==> src/rtl/tcu_reg_responder.sv <==
// Target side of the TCU register interface. Holds a small register file
// with bit-wise write merge and per-source write protection. One register
// is a command register that hands its contents to the TCU control logic
// through a valid/ready/done handshake.
//
// Command handshake: cmd_valid_o is held while the command waits for the
// control logic. The transfer happens on the cycle where cmd_valid_o and
// cmd_ready_i are both high. Completion is reported later by a one-cycle
// pulse on cmd_done_i. From the accepting write until done, the command
// is busy. CMD writes stall for that whole time, so cmd_data_o stays stable.
module tcu_reg_responder #(
   parameter int                  TCU_REG_DATA_SIZE = 64,
   parameter int                  TCU_REG_ADDR_SIZE = 32,
   parameter int                  NUM_REGS          = 16,
   parameter int                  CMD_IDX           = 0,
   parameter logic [NUM_REGS-1:0] EXT_WR_MASK       = 16'h00FE,
   parameter logic [NUM_REGS-1:0] CORE_WR_MASK      = 16'h0001
) (
   input  logic                         clk_i,
   input  logic                         reset_i,
   input  logic [2:0]                   reg_en_i,
   input  logic [TCU_REG_DATA_SIZE-1:0] reg_wben_i,
   input  logic [TCU_REG_ADDR_SIZE-1:0] reg_addr_i,
   input  logic [TCU_REG_DATA_SIZE-1:0] reg_wdata_i,
   output logic [TCU_REG_DATA_SIZE-1:0] reg_rdata_o,
   output logic                         reg_stall_o,
   output logic                         reg_err_o,
   output logic                         cmd_valid_o,
   output logic [TCU_REG_DATA_SIZE-1:0] cmd_data_o,
   input  logic                         cmd_ready_i,
   input  logic                         cmd_done_i
);

   localparam int               IDX_W   = $clog2(NUM_REGS);
   localparam logic [IDX_W-1:0] CMD_SEL = IDX_W'(CMD_IDX);

   typedef enum logic [1:0] {
      ST_IDLE = 2'd0,
      ST_REQ  = 2'd1,
      ST_WAIT = 2'd2
   } state_t;

   state_t                         state_q;
   state_t                         state_d;
   logic [TCU_REG_DATA_SIZE-1:0]   regs [NUM_REGS];

   logic [IDX_W-1:0]               idx;
   logic                           out_of_range;
   logic                           is_write;
   logic                           busy;
   logic                           accept;
   logic                           permitted;
   logic                           wr_ok;
   logic                           rd_ok;
   logic                           err_set;
   logic                           cmd_start;
   logic [TCU_REG_DATA_SIZE-1:0]   rd_value;

   // Decode the access, apply stall and protection rules
   always_comb begin
      idx          = reg_addr_i[3 +: IDX_W];
      out_of_range = (reg_addr_i[2:0] != 3'b000) |
                     (reg_addr_i[TCU_REG_ADDR_SIZE-1:3+IDX_W] != '0);
      is_write     = |reg_wben_i;
      busy         = (state_q != ST_IDLE);
      reg_stall_o  = reg_en_i[0] & is_write & ~out_of_range & (idx == CMD_SEL) & busy;
      accept       = reg_en_i[0] & ~reg_stall_o;
      permitted    = (~reg_en_i[1] | EXT_WR_MASK[idx]) & (~reg_en_i[2] | CORE_WR_MASK[idx]);
      wr_ok        = accept & is_write & ~out_of_range & permitted;
      rd_ok        = accept & ~is_write;
      err_set      = accept & (out_of_range | (is_write & ~permitted));
      cmd_start    = wr_ok & (idx == CMD_SEL);
   end

   // Read mux: the command register reports busy in its top bit
   always_comb begin
      rd_value = regs[idx];
      if (idx == CMD_SEL) begin
         rd_value[TCU_REG_DATA_SIZE-1] = busy;
      end
      if (out_of_range) begin
         rd_value = '0;
      end
   end

   // Register file with bit-wise write merge
   always_ff @(posedge clk_i or posedge reset_i) begin
      if (reset_i) begin
         for (int i = 0; i < NUM_REGS; i++) begin
            regs[i] <= '0;
         end
      end else if (wr_ok) begin
         regs[idx] <= (regs[idx] & ~reg_wben_i) | (reg_wdata_i & reg_wben_i);
      end
   end

   // Registered read data and error pulse
   always_ff @(posedge clk_i or posedge reset_i) begin
      if (reset_i) begin
         reg_rdata_o <= '0;
         reg_err_o   <= 1'b0;
      end else begin
         reg_err_o <= err_set;
         if (rd_ok) begin
            reg_rdata_o <= rd_value;
         end
      end
   end

   // Command FSM state register
   always_ff @(posedge clk_i or posedge reset_i) begin
      if (reset_i) begin
         state_q <= ST_IDLE;
      end else begin
         state_q <= state_d;
      end
   end

   // Command FSM next state; done is only meaningful after ready was taken
   always_comb begin
      state_d = state_q;
      case (state_q)
         ST_IDLE: if (cmd_start)   state_d = ST_REQ;
         ST_REQ:  if (cmd_ready_i) state_d = ST_WAIT;
         ST_WAIT: if (cmd_done_i)  state_d = ST_IDLE;
         default:                  state_d = ST_IDLE;
      endcase
   end

   // Command FSM outputs
   always_comb begin
      cmd_valid_o = (state_q == ST_REQ);
      cmd_data_o  = regs[CMD_SEL];
   end

endmodule

==> config.mk <==
export PLATFORM = sky130hd
export DESIGN_NAME = tcu_reg_responder
export DESIGN_NICKNAME = d
export VERILOG_FILES = /design/src/rtl/tcu_reg_responder.sv
export SDC_FILE = /design/constraint.sdc
export NUM_CORES = 2
export LEC_CHECK = 0
export ABC_AREA = 0
export CORE_ASPECT_RATIO = 1.25
export CORE_UTILIZATION = 60
export CTS_BUF_LIST = sky130_fd_sc_hd__clkbuf_4
export CTS_CLUSTER_SIZE = 40
export DETAILED_ROUTE_END_ITERATION = 10
export PLACE_DENSITY = 0.83
export SETUP_SLACK_MARGIN = 0.02
export SYNTH_ARGS = -nofsm -noshare
export SYNTH_HDL_FRONTEND = slang
export SYNTH_SLANG_ARGS = --single-unit
==> constraint.sdc <==
create_clock -name clk_i -period 77.9 [get_ports clk_i]
set_input_delay 15.58 -clock clk_i [delete_from_list [all_inputs] [get_ports clk_i]]
set_output_delay 15.58 -clock clk_i [all_outputs]
set_load 0.005 [all_outputs]
Word-level counts from Yosys, hierarchy flattened
Memories as Yosys holds them, arrays and structs flattened.
Index checks and enable logic that the tools add are counted.
Widths: inputs -> output; s select.
{"block": "totals", "ff_bits": 1091, "latchBits": 0, "ramBits": 0, "rom_bits": 32, "input_bits": 167, "out_inout_bits": 131, "elab_cells": 79, "mem_count": 2}
{"name": "(name not given)", "words": 16, "word_bits": 1, "read_ports": 1, "rd_ports_with_merged_regs": 0, "wr": 0, "line": "68", "rtl": "permitted = (~reg_en_i[1] | EXT_WR_MASK[idx]) & (~reg_en_i[2] | CORE_WR_MASK[idx]);"}
{"name": "(name not given)", "words": 16, "word_bits": 1, "read_ports": 1, "rd_ports_with_merged_regs": 0, "wr": 0, "line": "68"}
{"block": "classes", "add_sub_neg": 0, "n_mul": 0, "n_div": 0, "magnitude_cmp": 3, "eq_ne": 5, "shifts": 0, "mux": 14, "n_bitwise": 28, "reduce_logical": 8}
{"operator": "$bwmux 1024", "count": 1}
{"operator": "$bmux 64 s4", "count": 1}
{"operator": "$demux 64 s4", "count": 1}
{"operator": "$mux 64", "count": 4}
{"operator": "$and 64x64->64", "count": 2}
{"operator": "$not 64->64", "count": 1}
{"operator": "$or 64x64->64", "count": 1}
{"operator": "$reduce_or 64->1", "count": 1}
{"operator": "$reduce_bool 25->1", "count": 1}
{"operator": "$and 1x1->1", "count": 13}
{"operator": "$mux 2", "count": 3}
{"operator": "$not 1->1", "count": 6}
{"operator": "$pmux 2 s3", "count": 1}
{"operator": "$ge 5x5->1 const B", "count": 1}
{"operator": "$lt 4x5->1 const B", "count": 1}
{"operator": "$lt 5x1->1 const B", "count": 1}
{"operator": "$not 4->5", "count": 1}
{"operator": "$logic_not 4->1", "count": 1}
{"operator": "$ne 2x2->1 const B", "count": 2}
{"operator": "$or 1x1->1", "count": 4}
{"operator": "$mux 1", "count": 3}
{"operator": "$reduce_and 3->1", "count": 1}
{"operator": "$reduce_bool 3->1", "count": 1}
{"operator": "$eq 2x1->1 const B", "count": 1}
{"operator": "5 further kinds", "count": 5}

Logic depth before layout (Yosys ltp)
{"block": "depth", "depth_word": 14, "mapped_depth": 10, "mapped_depth_nobuf": 5}

Least setup slack after synthesis
OpenSTA, ideal clock, no wires.
{"block": "synth_path", "kind": "input -> output", "startpoint": "input reg_addr_i[22]", "endpoint": "output reg_stall_o", "arrival_ps": 17179, "t_required_ps": 62320, "setup_slack_ps": 45141, "cell_stages": 4, "path_buffers": 0, "path_cell_list": "or4_1 or2_2 or4_1 nor3_1"}
{"block": "synth_via", "elab_chain_len": 6}
{"element": "start: declaration", "line": "23", "rtl": "input logic [TCU_REG_ADDR_SIZE-1:0] reg_addr_i,"}
{"element": "$reduce_bool 25->1", "line": "63", "rtl": "(reg_addr_i[TCU_REG_ADDR_SIZE-1:3+IDX_W] != '0);"}
{"element": "$or 1x1->1", "line": "62", "rtl": "out_of_range = (reg_addr_i[2:0] != 3'b000) |"}
{"element": "$not 1->1", "line": "66", "rtl": "reg_stall_o = reg_en_i[0] & is_write & ~out_of_range & (idx == CMD_SEL) & busy;"}
{"element": "$and 1x1->1 (3 in a row)", "line": "66"}
{"element": "end: declaration", "line": "26", "rtl": "output logic reg_stall_o,"}
Every way passes these cells.

Final worst setup path
{"block": "layout_path", "startpoint": "input reg_wben_i[33]", "endpoint": "output reg_stall_o"}
{"block": "layout_via", "elab_chain_len": 5}
{"element": "start: declaration", "line": "22", "rtl": "input logic [TCU_REG_DATA_SIZE-1:0] reg_wben_i,"}
{"element": "$reduce_or 64->1", "line": "64", "rtl": "is_write = |reg_wben_i;"}
{"element": "$and 1x1->1 (4 in a row)", "line": "66"}
Every way passes these cells.

==> out/qor.csv <==
metric,value,unit
ir_worst_vdd,0.0147,mV
initial_core_util,60.5,%
whs_endpoint,regs[286],
cp.required,62320,ps
holdPathStages,1,
cts_root_buf,clkbuf_4,
drt_iter0_drc,2088,
final_hold_viol_count,0,
die_x,260,um
p_leak,26.9,nW
yosysSeqAreaShare,54.6,%
avgSynthCellArea,15.8,um2
relSlewSlack,17.9,%
cts_made_buffers,283,
ctsResizeCount,0,
antenna_found_initial,3,
synth_area_leaders,"dfrtp_1, mux2_2, mux4_2",
vias_per_cell,6.40,
finalCritPeriodShare,44.5,%
startpoint_type,primary input,
fp-row-count,118,
synth_top_area_cell,dfrtp_1,
routed_wl,125,mm
wl_per_cell,26.6,um
globalRouteTotalUtil,30.7,%
cp.arrival,19070,ps
firstDrtPassIters,7,
drive_above_1_share,48.1,%
drc,0,
ys_seq_elements,1091,
grt_pass1_vias,33800,
cts.sinks,1091,
finalCriticalPeriod,34650,ps
r2r_end,regs[199],
synth_top_area_share,54.6,%
hold_path_class,reg -> reg,
die_y,325,um
rsz0062_at_grt,no,
insertion_delay,1140,ps
min_from,regs[286],
postCtsHoldBufs,0,
fin_skew,55.2,ps
cts.htree.levels,5,
reg2reg_from,state_q[0],
portBuffers,297,
nNetsFinal,3634,
drtAntennaViolNets,0,
clk_path_buf_depth,4,
totalPowerFinal,1.08,mW
r2r_slack,73790,ps
grt-ovfl-total,0,
max_freq,0.0289,GHz
worstMarginPinSlew,1220,ps
area_delta_synth_final,12.3,%
crit_type,in -> out,
core_area,0.0827,mm2
synth.distinct_cells,41,
netlist_instances,3166,
synth-edff-count,0,
synthArstFlopShare,100,%
yosysWarnings,0,
place.gp.congestion,0.789,
cts_tree,yes,
synth_area,0.0500,mm2
status,"complete, no violations",
power_per_cell_area,19.1,mW/mm2
worst_setup_path_end_kind,output port,
dieArea,0.0845,mm2
grt_pass1_wl,196,mm
setup_viol,0,
grt_start_max_net_pins,191,
ioPinCount,298,
synth_ff_type,dfrtp_1,
synth.most_common_cell,dfrtp_1,
worst_r2r_path_depth,5,
dp_hpwl,75.2,mm
via_count,30200,
cts.reportedPaths.clkPinSlew,70,ps
postCtsSetupBuffers,0,
slew_violations,0,
syn_nets,3333,
drv_cap,0,
synth_commonest_cells,"dfrtp_1, mux2_2, mux4_2",
fin_tns_setup,0,ps
worstPathMaxFanout,29,
-- report_power, final --
part	internal [mW]	leakage (nW)	switching, mW	total [mW]
sequential	0.566	15.2	0.00000935	0.566
clock	0.231	1.91	0.220	0.451
combinational	0.0184	9.80	0.0392	0.0576
-- per-stage QoR --
step | hold WS (ps) | cell area, um2 | utilization (%) | setup slack (ps) | std cells
6_report | 486 | 56200 | 67.9 | 43250 | 4716
5_1_grt | 500 | 56200 | 67.9 | 43050 | 4713
4_1_cts | 486 | 56100 | 67.9 | 43130 | 4710
3_5_place_dp | 471 | 53000 | 64.1 | 43160 | 4262
3_3_place_gp | 462 | 53000 | 64.1 | 43150 | 4262
2_1_floorplan | 452 | 50000 | - | 31600 | 3166
-- layer usage --
| metal | track usage (%) | vias to the layer above | wire length [um] |
|---|---|---|---|
| met4 | 12.0 | 2 | 3840 |
| met1 | 39.7 | 16200 | 49400 |
| met3 | 6.98 | 245 | 8170 |
| met2 | 50.5 | 1157 | 64000 |
| met5 | 0 | - | 13 |
| li1 | - | 12500 | - |
-- critical path, stage by stage --
cell and delay [ps]:
clkdlybuf4s50_1 450, nor4_1 1010, nand4_1 470, nor4_2 370, buf_4 540, nor3_1 140
clkdlybuf4s50_1 480
-- cells by family after synthesis --
kind of cell / after synthesis / share of synthesized area, %
and+or+nand+nor: 154 / 2.18
DFF: 1091 / 54.6
buffers and inverters: 349 / 3.82
AOI/OAI and AO/OA: 211 / 3.09
muxes: 1361 / 36.3
-- worst max path at each step --
| stage | from | slack (ps) | cells after the start | end |
|---|---|---|---|---|
| 2_1_floorplan | reset_i | 31600 | 1 | cmd_data_o[0] |
| 3_3_place_gp | reg_wben_i[7] | 43150 | 7 | reg_stall_o |
| 3_5_place_dp | reg_wben_i[7] | 43160 | 7 | reg_stall_o |
| 4_1_cts | reg_wben_i[7] | 43130 | 7 | reg_stall_o |
| 5_1_grt | reg_wben_i[7] | 43050 | 7 | reg_stall_o |
| 6_report | reg_wben_i[33] | 43250 | 7 | reg_stall_o |
-- cells in the final DEF (no fill, tap or decap), types with 2 or more instances in the layout --
| cell type | netlist | layout |
|---|---|---|
| dfrtp_1 | 1091 | 1091 |
| mux2_2 | 997 | 997 |
| clkbuf_4 | 0 | 388 |
| clkdlybuf4s50_1 | 0 | 293 |
| mux4_2 | 255 | 255 |
| mux2_1 | 77 | 77 |
| a22o_1 | 64 | 64 |
| buf_4 | 64 | 57 |
| a22oi_1 | 56 | 56 |
| clkinv_1 | 0 | 51 |
| nand2_1 | 51 | 50 |
| o22ai_1 | 35 | 35 |
| mux2i_1 | 32 | 32 |
| a21oi_1 | 26 | 26 |
| nor4_1 | 25 | 21 |
| nand2b_1 | 19 | 19 |
| nor4_4 | 16 | 16 |
| a31oi_1 | 11 | 11 |
| or4_1 | 10 | 10 |
| inv_1 | 10 | 9 |
| o21a_1 | 8 | 8 |
| diode_2 | 0 | 6 |
| inv_2 | 0 | 6 |
| or2_2 | 5 | 5 |
| nand4_1 | 5 | 5 |
| nor3_1 | 5 | 5 |
| nor4_2 | 0 | 4 |
| o21ai_0 | 3 | 3 |
| nor2_1 | 4 | 3 |
| nor2b_2 | 0 | 2 |
| nor2b_1 | 4 | 2 |
| or3_1 | 2 | 2 |
| a221oi_1 | 2 | 2 |
| nand3_1 | 2 | 2 |
| o21ba_2 | 2 | 2 |
| clkinv_2 | 0 | 2 |
| buf_12 | 0 | 2 |
-- sequential cells by signal (all words and copies together) (netlist names) --
name	count
cmd_data_o	64
state_q	2
reg_err_o	1
reg_rdata_o	64
regs	960
-- cell type report --
class | instances | area [um2]
fillers | 5613 | 26500
inverters | 10 | 45.0
multi-input cells | 1726 | 20800
flip-flops and latches | 1091 | 27300
clock inverters | 60 | 254
repair buffers | 355 | 3440
diodes | 6 | 15.0
well taps | 1080 | 1350
clock buffers | 388 | 2910
No activity file was read; power rests on OpenSTA's default activity.
